===== src/rtl/vr_source_pkg.sv =====
// vr_source_pkg -- shared types and constants for the vr_source block.
//   state_e        : source FSM states (IDLE, DELAY, OFFER, DONE)
//   LFSR_TAPS_*    : Fibonacci LFSR feedback masks for 8/16/32-bit data
//   lfsr_taps()    : selects the mask for a given data width (0 if unsupported)
package vr_source_pkg;

  typedef enum logic [1:0] {
    IDLE  = 2'd0,
    DELAY = 2'd1,
    OFFER = 2'd2,
    DONE  = 2'd3
  } state_e;

  // Bit i set = bit i of the register feeds the XOR. Maximal-length taps:
  // 8: x^8+x^6+x^5+x^4+1, 16: x^16+x^15+x^13+x^4+1, 32: x^32+x^22+x^2+x+1.
  localparam logic [31:0] LFSR_TAPS_8  = 32'h0000_00B8;
  localparam logic [31:0] LFSR_TAPS_16 = 32'h0000_D008;
  localparam logic [31:0] LFSR_TAPS_32 = 32'h8020_0003;

  function automatic logic [31:0] lfsr_taps(input int width);
    case (width)
      8:       return LFSR_TAPS_8;
      16:      return LFSR_TAPS_16;
      32:      return LFSR_TAPS_32;
      default: return 32'h0;
    endcase
  endfunction

endpackage


===== src/rtl/vr_source_if.sv =====
// valid_ready -- single-direction valid/ready handshake bus.
//   valid : word on data is offered (Master -> Slave)
//   data  : payload, DATA_WIDTH bits (Master -> Slave)
//   ready : Slave can accept this cycle (Slave -> Master)
// A word transfers on any rising edge where valid && ready.
interface valid_ready #(
  parameter int DATA_WIDTH = 8
);
  logic                  valid;
  logic                  ready;
  logic [DATA_WIDTH-1:0] data;

  modport Master (output valid, output data, input  ready);
  modport Slave  (input  valid, input  data, output ready);
endinterface


===== src/rtl/vr_source_lfsr.sv =====
// vr_source_lfsr -- Fibonacci LFSR data generator (used when
// VR_SOURCE_LFSR_EN is defined).
//   clk, reset : clock and synchronous active-high reset (value -> 0)
//   load       : load seed (a zero seed is replaced with 1, since all-zero
//                is the lock-up state of an XOR LFSR)
//   step       : advance one step (shift left, feedback into bit 0)
//   seed       : load value
//   value      : current register contents
module vr_source_lfsr
  import vr_source_pkg::*;
#(
  parameter int WIDTH = 8
) (
  input  logic             clk,
  input  logic             reset,
  input  logic             load,
  input  logic             step,
  input  logic [WIDTH-1:0] seed,
  output logic [WIDTH-1:0] value
);

  localparam logic [WIDTH-1:0] TAPS = WIDTH'(lfsr_taps(WIDTH));

  logic [WIDTH-1:0] value_q;
  logic             feedback;

  assign feedback = ^(value_q & TAPS);
  assign value    = value_q;

  always_ff @(posedge clk) begin
    if (reset) begin
      value_q <= '0;
    end else if (load) begin
      value_q <= (seed == '0) ? WIDTH'(1) : seed;
    end else if (step) begin
      value_q <= {value_q[WIDTH-2:0], feedback};
    end
  end

endmodule


===== src/rtl/vr_source.sv =====
// vr_source -- transmitting end of the valid_ready protocol.
// Emits num_words words (0 = unlimited) starting at start_value, with
// `delay` idle cycles before each word. Optional macro VR_SOURCE_LFSR_EN
// replaces the incrementing data with a maximal-length LFSR sequence.
//   clk         : clock, rising edge
//   reset       : synchronous, active-high
//   enable      : start / continue request
//   delay       : idle cycles inserted before each word
//   num_words   : words per burst, 0 = unlimited
//   start_value : first data word / LFSR seed
//   done        : burst complete (set on final handshake, cleared on start)
//   sent_count  : handshakes completed in the current burst
//   vrBus       : valid_ready Master port (valid, data out; ready in)
module vr_source
  import vr_source_pkg::*;
#(
  parameter int DATA_WIDTH = 8,
  parameter int DELAY_BITS = 3,
  parameter int COUNT_BITS = 8
) (
  input  logic                  clk,
  input  logic                  reset,
  input  logic                  enable,
  input  logic [DELAY_BITS-1:0] delay,
  input  logic [COUNT_BITS-1:0] num_words,
  input  logic [DATA_WIDTH-1:0] start_value,
  output logic                  done,
  output logic [COUNT_BITS-1:0] sent_count,
  valid_ready.Master            vrBus
);

  state_e                state_q, state_d;
  logic [DELAY_BITS-1:0] delay_q;
  logic [DELAY_BITS-1:0] dcnt_q;
  logic [COUNT_BITS-1:0] sent_count_q;
  logic                  done_q;

  logic handshake;   // word accepted on this edge
  logic last_word;   // this handshake completes a bounded burst
  logic load;        // burst start: capture start_value, clear counters
  logic relatch;     // capture delay for the next word

  // valid is a pure state decode, so ready never reaches it combinationally.
  assign vrBus.valid = (state_q == OFFER);
  assign handshake   = (state_q == OFFER) && vrBus.ready;
  assign last_word   = (num_words != '0) &&
                       ((sent_count_q + COUNT_BITS'(1)) == num_words);
  assign done        = done_q;
  assign sent_count  = sent_count_q;

  // NOTE: every output of this block is given a default first; without it,
  // any path that skips an assignment would infer a latch.
  always_comb begin
    state_d = state_q;
    load    = 1'b0;
    relatch = 1'b0;
    case (state_q)
      IDLE: begin
        if (enable) begin
          load    = 1'b1;
          state_d = (delay == '0) ? OFFER : DELAY;
        end
      end
      DELAY: begin
        if (!enable) begin
          state_d = IDLE;
        end else if ((dcnt_q + DELAY_BITS'(1)) == delay_q) begin
          state_d = OFFER;
        end
      end
      OFFER: begin
        // Dropping enable here does not withdraw the offer; it only takes
        // effect once the pending word has been accepted.
        if (handshake) begin
          if (last_word) begin
            state_d = DONE;
          end else if (!enable) begin
            state_d = IDLE;
          end else begin
            relatch = 1'b1;
            state_d = (delay == '0) ? OFFER : DELAY;
          end
        end
      end
      DONE: begin
        if (!enable) state_d = IDLE;
      end
      default: state_d = IDLE;
    endcase
  end

  // NOTE: state registers use non-blocking assignments so every flop samples
  // the pre-edge values regardless of statement order.
  always_ff @(posedge clk) begin
    if (reset) begin
      state_q      <= IDLE;
      delay_q      <= '0;
      dcnt_q       <= '0;
      sent_count_q <= '0;
      done_q       <= 1'b0;
    end else begin
      state_q <= state_d;

      if (load || relatch) begin
        delay_q <= delay;
        dcnt_q  <= '0;
      end else if (state_q == DELAY) begin
        dcnt_q  <= dcnt_q + DELAY_BITS'(1);
      end

      if (load) begin
        sent_count_q <= '0;
        done_q       <= 1'b0;
      end else if (handshake) begin
        sent_count_q <= sent_count_q + COUNT_BITS'(1);  // wraps when unlimited
        if (last_word) done_q <= 1'b1;
      end
    end
  end

`ifdef VR_SOURCE_LFSR_EN
  logic [DATA_WIDTH-1:0] lfsr_value;

  vr_source_lfsr #(
    .WIDTH (DATA_WIDTH)
  ) u_lfsr (
    .clk   (clk),
    .reset (reset),
    .load  (load),
    .step  (handshake),
    .seed  (start_value),
    .value (lfsr_value)
  );

  assign vrBus.data = lfsr_value;
`else
  logic [DATA_WIDTH-1:0] data_q;

  // data only changes on load (not in OFFER) or on handshake, so it is
  // stable for as long as valid is held without ready.
  always_ff @(posedge clk) begin
    if (reset) begin
      data_q <= '0;
    end else if (load) begin
      data_q <= start_value;
    end else if (handshake) begin
      data_q <= data_q + DATA_WIDTH'(1);
    end
  end

  assign vrBus.data = data_q;
`endif

endmodule


===== src/flat_wrapper.sv =====
// flat-port wrapper written by rule: the top's interface ports become plain ports
module vr_source_flat import vr_source_pkg::*;
#(
  parameter int DATA_WIDTH = 8,
  parameter int DELAY_BITS = 3,
  parameter int COUNT_BITS = 8
)
  (clk, reset, enable, delay, num_words, start_value, done, sent_count, vrBus_valid, vrBus_data, vrBus_ready);
  valid_ready #(.DATA_WIDTH(DATA_WIDTH)) vrBus_i ();
  input  logic clk;
  input  logic reset;
  input  logic enable;
  input  logic [DELAY_BITS-1:0] delay;
  input  logic [COUNT_BITS-1:0] num_words;
  input  logic [DATA_WIDTH-1:0] start_value;
  output logic done;
  output logic [COUNT_BITS-1:0] sent_count;
  output wire logic [$bits(vrBus_i.valid)-1:0] vrBus_valid;
  output wire logic [$bits(vrBus_i.data)-1:0] vrBus_data;
  input wire logic [$bits(vrBus_i.ready)-1:0] vrBus_ready;
  assign vrBus_valid = vrBus_i.valid;
  assign vrBus_data = vrBus_i.data;
  assign vrBus_i.ready = vrBus_ready;
  vr_source #(.DATA_WIDTH(DATA_WIDTH), .DELAY_BITS(DELAY_BITS), .COUNT_BITS(COUNT_BITS)) u_core (.clk(clk), .reset(reset), .enable(enable), .delay(delay), .num_words(num_words), .start_value(start_value), .done(done), .sent_count(sent_count), .vrBus(vrBus_i));
endmodule

===== config.mk =====
export PLATFORM = sky130hd
export DESIGN_NAME = vr_source_flat
export DESIGN_NICKNAME = d
export VERILOG_FILES = /design/src/rtl/vr_source_pkg.sv /design/src/rtl/vr_source_if.sv /design/src/rtl/vr_source_lfsr.sv /design/src/rtl/vr_source.sv /design/src/flat_wrapper.sv
export SDC_FILE = /design/constraint.sdc
export NUM_CORES = 1
export LEC_CHECK = 0
export CELL_PAD_IN_SITES_DETAIL_PLACEMENT = 1
export CELL_PAD_IN_SITES_GLOBAL_PLACEMENT = 1
export CORE_ASPECT_RATIO = 1.4
export CORE_MARGIN = 2
export CORE_UTILIZATION = 35
export CTS_BUF_LIST = sky130_fd_sc_hd__clkbuf_8 sky130_fd_sc_hd__clkbuf_16
export CTS_CLUSTER_SIZE = 20
export DETAILED_ROUTE_END_ITERATION = 12
export PLACE_DENSITY_LB_ADDON = 0.1
export REMOVE_ABC_BUFFERS = 1
export SLEW_MARGIN = 10
export SYNTH_ARGS = -nofsm -noshare
export SYNTH_HDL_FRONTEND = slang
export SYNTH_HIERARCHICAL = 1
export SYNTH_SLANG_ARGS = --single-unit

===== constraint.sdc =====
create_clock -name clk -period 2.12 [get_ports clk]
set_input_delay 0.318 -clock clk [delete_from_list [all_inputs] [get_ports clk]]
set_output_delay 0.318 -clock clk [all_outputs]
set_load 0.05 [all_outputs]

==> results of run 1 <==
## through the flow
stage          hold WS (ns)  utilization (%)
6_report              0.497             51.4
5_1_grt               0.510             51.4
4_1_cts               0.500             49.9
3_5_place_dp          0.476             48.8
3_3_place_gp          0.464             48.8
2_1_floorplan         0.387                -
## path summary, 6_finish.rpt
check | end | slack, ns | depth (start not counted)
hold / removal | u_core/delay_q[2] | 0.50 | 2
setup reg to reg | u_core/delay_q[0] | 0.14 | 7
hold reg to reg | u_core/delay_q[2] | 0.50 | 2
setup / recovery | u_core/delay_q[0] | 0.14 | 7
## worst min-delay path, cell delays in order, from the launching register on
cell and delay [ns]:
dfxtp_1 0.33, nand2b_1 0.07, mux2i_1 0.06
## cells by family (layout without fill, tap and decap cells)
group / count (synthesis) / count (layout)
DFF: 25 / 25
xor gates and xnor gates: 25 / 25
and+or+nand+nor: 90 / 90
AOI/OAI and AO/OA: 31 / 31
adders and majority gates: 3 / 3
muxes: 4 / 4
buffers and inverters: 10 / 58
## final cells by class
cell class | count | area, sq um | area share [%]
well taps | 60 | 75.1 | 3.44
flip-flops and latches | 25 | 504 | 23.1
inverters | 1 | 3.75 | 0.172
repair buffers | 53 | 505 | 23.2
clock inverters | 1 | 5.00 | 0.229
clock buffers | 3 | 41.3 | 1.89
multi-input cells | 153 | 1050 | 48.0
## where the power goes
group | switching [mW] | internal (mW)
Sequential | 0.0244 | 0.494
Clock | 0.149 | 0.131
Combinational | 0.172 | 0.142
## synthesized netlist by cell type, types with 2 or more instances
cell type	n	area (sq um)
a211oi_1	4	30.0
xnor2_1	15	131
nor2_1	25	93.8
a31oi_1	3	18.8
nand3_1	6	30.0
o41ai_1	2	17.5
ha_1	3	37.5
buf_2	5	25.0
nor2b_1	3	18.8
nand3b_1	2	15.0
xor2_1	10	87.6
nand2_1	14	52.6
a22oi_1	2	15.0
dfxtp_1	25	500
nor4_1	2	12.5
a21oi_1	9	45.0
clkbuf_1	3	11.3
nand2b_1	9	56.3
nand4_1	6	37.5
mux2i_1	4	40.0
o21ai_0	3	15.0
nor3_1	10	50.1
and3_1	2	12.5
## sequential cells by signal, summed over array words and instances (netlist names)
| register | flops |
|---|---|
| u_core/sent_count | 8 |
| u_core/vrBus.data | 8 |
| u_core/dcnt_q | 3 |
| u_core/delay_q | 3 |
| u_core/state_q | 2 |
| u_core/done | 1 |
## placed cells by master (no fill, tap or decap), types with 2 or more instances in the layout
cell type / count
dlymetal6s2s_1: 4
dfxtp_1: 22
buf_4: 14
xnor2_1: 14
xor2_1: 10
nand2b_1: 9
nor3_1: 10
nand3_1: 5
ha_1: 2
nand3b_1: 2
mux2i_1: 4
nor2_1: 25
a22oi_1: 2
a31oi_1: 3
and3_1: 2
nand2_1: 14
dfxtp_2: 3
o21ai_0: 3
a211oi_1: 4
a21oi_1: 9
nor2b_1: 3
nand4_1: 6
clkbuf_8: 3
nor4_1: 2
clkdlybuf4s50_1: 35
## per-layer routing
metal | track usage (%) | up-vias | routed length (microns)
met5 | 0 | - | 0
met4 | 9.11 | 0 | 93
met3 | 2.18 | 8 | 150
met2 | 38.0 | 43 | 2520
met1 | 23.6 | 745 | 1850
li1 | - | 765 | -
==> out/results.ini, run 1 <==
[yosys]
synthDistinctLibCells=44
synthSimpleGateAreaFrac_pct=30.4
ys.flop_type=dfxtp_1
synth_fa_ha_area_share_pct=2.44
synth_xor_xnor_area_share_pct=14.2
syn-cell-area_sq_mm=0.00154
ys_seq_area_share_pct=32.5
ys_ff_latch=25
synth_top_family_by_area=simple AND/OR/NAND/NOR gates
synth_cells=188
synth_edf_count=0
muxShareOfSynthArea_pct=2.60
yosysWarnings=6
async_flop_share_pct=0
avgSynthCellArea_sq_um=8.20
synth_compound_area_share_pct=14.9

[worst_setup_path]
worstPathRequired_ns=2.32
cp_top_family=compound AO/OA/AOI/OAI gates
crit_buf_inv=1
r2r_start=u_core/sent_count[1]
cp-end-kind=register
start_kind=primary input
slowest_delay_ns=0.44
arrival_ns=2.18
cp_max_fo=5
startpoint=num_words[5]
crit_type=in -> reg
cp_slowest_cell=or4_4
cp_cell_sequence=clkdlybuf4s50_1 -> or4_4 -> o31ai_4 -> nand3_2 -> o311a_4 -> a31oi_4 -> mux2i_1

[sta]
rsz0062_at_grt=false
maxSlewViolCount=0
fin_skew_ns=0.00268
tightestPinTransition_ns=0.514
fmax_mhz=505
hold_viol_final=0
setup_slack_ns=0.141
layout_min_cycle_time_ns=1.98
setup-violations-final=0
relSlewSlack_pct=65.6
finalSetupTns_ns=0
post-route-period-util_pct=93.4

[die]
start_util_pct=36.4
die_area_sq_mm=0.00496
fp.dieW_microns=60.1
placementRows=28
die_y_microns=82.5
pin_count=41
fp.coreArea_sq_mm=0.00424

[detailed_routing]
dr.pass1.iters=4
drtIter0Drc=52
via_per_inst=5.27
route.detailed.drc=0
wl_mm=4.62
ant_nets=0
vias=1561
wire_per_inst_microns=15.6

[clocking]
cts_sinks=25
cts_resized=0
path_clk_slew_ns=0.08
cts_buffer_depth=2
cts_setup_buffers=0
numCtsBuffers=3
cts_root_buffer=clkbuf_8
clk-insertion-delay-late_ns=0.27
ctsHoldBuffers=0
htreeDepth=1
cts_tree=built

[global_routing]
grt_pass1_wl_mm=7.82
grt_usage_pct=20.7
antenna_found_initial=0
grt_start_max_net_pins=15
overflow=0
grt_pass1_vias=1630

[place]
gp_congestion=0.832
dp_hpwl_mm=3.62
dp_cells=292
dpl_cell_area_sq_mm=0.00207
io_buffers=40
post-place-ws_ns=-0.243

[cells_and_area]
area_growth_pct=41.5
final_nets=263
stdcell_count=296
drive_above_1_share_pct=14.4
nFillCells=512
num_antenna_cells=0
finalInstanceArea_sq_mm=0.00218

[flow_run]
drv_cap=0

[worst_hold_path]
hold_class=reg -> reg
hold_start=u_core/delay_q[2]

[power_and_ir_drop]
totalPowerFinal_mw=1.11
power.density_mw_per_mm2=510
power.leakage_nw=0.815
ir_drop_v=0.000250

[outcome]
status=finished clean

No activity file was read; power rests on OpenSTA's default activity.
==> run 2: changes to the inputs <==
==> constraint.sdc (replaced) <==
create_clock -name clk -period 2.2 [get_ports clk]
set_input_delay 0.33 -clock clk [delete_from_list [all_inputs] [get_ports clk]]
set_output_delay 0.33 -clock clk [all_outputs]
set_load 0.05 [all_outputs]
==> out/results.ini, run 2 (synthesized netlist as in run 1, its figures left out) <==
[outcome]
status=finished clean

[global_routing]
grt_start_max_net_pins=17
grt_pass1_vias=1602
grt_pass1_wl_mm=7.51
antenna_found_initial=0
grt_usage_pct=19.9
overflow=0

[cells_and_area]
final_nets=261
num_antenna_cells=0
nFillCells=511
stdcell_count=294
layout_common_cells=clkdlybuf4s50_1 (39), nor2_1 (25), dfxtp_1 (25)
multi_input_area_sq_mm=0.00100
final_common_cell=clkdlybuf4s50_1
drive_above_1_share_pct=9.40
regArea_sq_um=500
area_growth_pct=36.8

[clocking]
cts_resized=0
cts_sinks=25
cts_root_buffer=clkbuf_8
ctsHoldBuffers=0
cts_setup_buffers=0
path_clk_slew_ns=0.09
numCtsBuffers=3
cts_tree=built
cts_buffer_depth=2
htreeDepth=1
clk-insertion-delay-late_ns=0.27

[die]
die_y_microns=82.5
die_area_sq_mm=0.00496
placementRows=28
pin_count=41
fp.dieW_microns=60.1
fp.coreArea_sq_mm=0.00424
start_util_pct=36.4

[worst_hold_path]
hold_class=reg -> reg

[sta]
layout_min_cycle_time_ns=2.09
hold_viol_final=0
fin_skew_ns=0.00469
rsz0062_at_grt=false
post-route-period-util_pct=95.1
tightestPinTransition_ns=0.558
setup-violations-final=0
holdWs_ns=0.491
maxSlewViolCount=0
fmax_mhz=478
finalSetupTns_ns=0
relSlewSlack_pct=62.6

[detailed_routing]
wl_met1_mm=1.85
wire_per_inst_microns=15.5
route.detailed.drc=0
wl_met3_microns=130
highest_layer=met4
drtIter0Drc=34
via_per_inst=5.20
vias=1530
dr_wl_met2_mm=2.50
dr.pass1.iters=4
ant_nets=0
wl_mm=4.56

[worst_setup_path]
crit_type=reg -> reg
cp_max_fo=8
cp_top_family=simple AND/OR/NAND/NOR gates
worstPathRequired_ns=2.39
cp_slowest_cell=dfxtp_1
arrival_ns=2.28
crit_buf_inv=0
start_kind=register
cp-end-kind=register
slowest_delay_ns=0.50
cp_cell_sequence=nand4_1 -> o21ai_0 -> nor4bb_1 -> o311a_4 -> a21oi_1 -> nor3_1

[power_and_ir_drop]
power.density_mw_per_mm2=504
ir_drop_v=0.000559
power.leakage_nw=0.748

[place]
dp_cells=290
gp_congestion=0.845
io_buffers=40
dp_hpwl_mm=3.61

[flow_run]
drv_cap=0

## run 2: changes by cell type in the layout (fill, tap and decap cells not counted), sizes merged
cell,before,now
buf,14,12
dlymetal6s2s,4,0
clkdlybuf4s50,35,39
## run 2: final cells by class
| cell class | instances | share of cell area (%) |
|---|---|---|
| clock buffer | 3 | 1.96 |
| sequential | 25 | 23.7 |
| inverter | 1 | 0.178 |
| timing repair buffer | 51 | 22.8 |
| multi-input combinational | 153 | 47.5 |
| clock inverter | 1 | 0.237 |
| tap | 60 | 3.56 |
## run 2: where the power goes
group          internal [mW]  switching, mW  total, mW  leakage (nW)
Combinational          0.132          0.156      0.288         0.519
Sequential             0.476         0.0311      0.507         0.204
Clock                  0.126          0.142      0.268        0.0255
Total                  0.734          0.328       1.06         0.748
## run 2: tightest hold or removal path, delay by kind of cell, from the launching register on
kind             cells  cell delay (ns)
AO/OA/AOI/OAI        1             0.05
AND/OR/NAND/NOR      1             0.07
flip-flops           1             0.35
## run 2: path summary, 6_finish.rpt
kind	slack, ns	startpoint	to	cells after the start
min	0.49	u_core/done	u_core/done	2
max reg2reg	0.11	u_core/sent_count[2]	u_core/dcnt_q[1]	6
min reg2reg	0.49	u_core/done	u_core/done	2
max	0.11	u_core/sent_count[2]	u_core/dcnt_q[1]	6
## run 2: per-layer routing
layer / track usage, % / up-vias
li1: - / 759
met1: 22.2 / 723
met2: 37.8 / 40
met3: 2.02 / 8
met4: 7.11 / 0
met5: 0 / -
## run 2: stage by stage
stage | power (mW) | utilization (%) | instance area (sq um) | setup slack (ns)
global route | 1.11 | 49.7 | 2110 | 0.00147
detailed placement | 0.805 | 48.5 | 2060 | -0.140
finish | 1.06 | 49.7 | 2110 | 0.109
CTS | 1.07 | 49.6 | 2100 | 0.128
global placement | 0.791 | 48.5 | 2060 | -0.0547
floorplan | 0.674 | - | 1500 | -0.0718
==> run 3: changes to the inputs <==
--- a/config.mk
+++ b/config.mk
@@ -8,7 +8,7 @@
 export CELL_PAD_IN_SITES_DETAIL_PLACEMENT = 1
 export CELL_PAD_IN_SITES_GLOBAL_PLACEMENT = 1
 export CORE_ASPECT_RATIO = 1.4
-export CORE_MARGIN = 2
+export CORE_MARGIN = 1.5
 export CORE_UTILIZATION = 35
 export CTS_BUF_LIST = sky130_fd_sc_hd__clkbuf_8 sky130_fd_sc_hd__clkbuf_16
 export CTS_CLUSTER_SIZE = 20
==> out/results.ini, run 3 (synthesized netlist as in run 1, its figures left out) <==
[outcome]
status=finished clean

[die]
start_util_pct=36.4
pin_count=41
die_area_sq_mm=0.00482
fp.dieW_microns=59.1
placementRows=28
die_y_microns=81.5
fp.coreArea_sq_mm=0.00424

[cells_and_area]
final_common_cell=clkdlybuf4s50_1
layout_common_cells=clkdlybuf4s50_1 (39), nor2_1 (25), dfxtp_1 (25)
fin_util_pct=49.6
final_nets=261
nFillCells=543
num_antenna_cells=0
regArea_sq_um=500
drive_above_1_share_pct=8.97
area_growth_pct=36.4
stdcell_count=294
multi_input_area_sq_um=996

[detailed_routing]
drtIter0Drc=59
dr.pass1.iters=4
ant_nets=0
wl_mm=4.44
via_per_inst=5.35
wire_per_inst_microns=15.1
route.detailed.drc=0
vias=1574

[place]
dp_hpwl_mm=3.49
dp_cells=290
io_buffers=40
gp_congestion=0.836

[sta]
maxSlewViolCount=0
tightestPinTransition_ns=0.569
relSlewSlack_pct=61.8
layout_min_cycle_time_ns=2.09
rsz0062_at_grt=false
fin_skew_ns=0.00365
fmax_mhz=480
hold_viol_final=0
setup-violations-final=0
post-route-period-util_pct=94.8

[global_routing]
antenna_found_initial=0
grt_pass1_wl_mm=7.47
grt_start_max_net_pins=17
grt_usage_pct=19.8
grt_pass1_vias=1653
overflow=0

[worst_setup_path]
slowest_delay_ns=0.46
worstPathRequired_ns=2.38
crit_buf_inv=1
start_kind=register
arrival_ns=2.27
cp_max_fo=5
cp_cell_sequence=ha_1 -> inv_1 -> o21ai_0 -> nor4bb_1 -> o311a_4 -> a21oi_1 -> nor4_2
cp_top_family=simple AND/OR/NAND/NOR gates
cp_slowest_cell=nor4bb_1
cp-end-kind=register
crit_type=reg -> reg

[clocking]
cts_sinks=25
path_clk_slew_ns=0.09
ctsHoldBuffers=0
htreeDepth=1
cts_root_buffer=clkbuf_8
cts_setup_buffers=0
numCtsBuffers=3
clk-insertion-delay-late_ns=0.26
cts_tree=built
cts_buffer_depth=2
cts_resized=0

[power_and_ir_drop]
ir_drop_v=0.000471
power.density_mw_per_mm2=504
power.leakage_nw=0.748

[worst_hold_path]
hold_class=reg -> reg

[flow_run]
drv_cap=0

## run 3: path summary, 6_finish.rpt
check | from | endpoint | slack [ns] | cells past startpoint
max | u_core/sent_count[0] | u_core/state_q[1] | 0.11 | 7
min | u_core/delay_q[2] | u_core/delay_q[2] | 0.50 | 2
max reg2reg | u_core/sent_count[0] | u_core/state_q[1] | 0.11 | 7
min reg2reg | u_core/delay_q[2] | u_core/delay_q[2] | 0.50 | 2
## run 3: final cells by class
| class | instances | area share, % |
|---|---|---|
| Multi-Input combinational cell | 153 | 47.4 |
| Sequential cell | 25 | 23.8 |
| Timing Repair Buffer | 51 | 22.9 |
| Tap cell | 60 | 3.57 |
| Clock buffer | 3 | 1.96 |
| Clock inverter | 1 | 0.238 |
| Inverter | 1 | 0.179 |
## run 3: power by group
part | leakage (nW) | switching, mW | internal [mW]
sequential | 0.204 | 0.0305 | 0.476
clock | 0.0255 | 0.140 | 0.126
combinational | 0.518 | 0.155 | 0.132
total | 0.748 | 0.325 | 0.734
## run 3: tightest hold or removal path, stage by stage, from the launching register on
cell      delay (ns)
dfxtp_1         0.33
nand2b_1        0.07
mux2i_1         0.06
## run 3: routing by layer
layer / part of all wire (%) / routed length [microns] / global-route usage (%)
met1: 42 / 1860 / 22.4
met2: 54 / 2380 / 36.9
met3: 3.2 / 144 / 2.99
met4: 1.2 / 53 / 7.05
met5: 0 / 0 / 0
## run 3: through the flow
step / hold WS [ns] / total power, mW / instance area, sq um / setup WS [ns] / setup TNS, ns
floorplan: 0.399 / 0.674 / 1500 / -0.0718 / -0.362
global placement: 0.466 / 0.791 / 2060 / -0.0560 / -0.255
detailed placement: 0.479 / 0.803 / 2060 / -0.129 / -0.605
CTS: 0.499 / 1.08 / 2100 / 0.143 / 0
global route: 0.519 / 1.11 / 2100 / 0.0228 / 0
finish: 0.496 / 1.06 / 2100 / 0.115 / 0
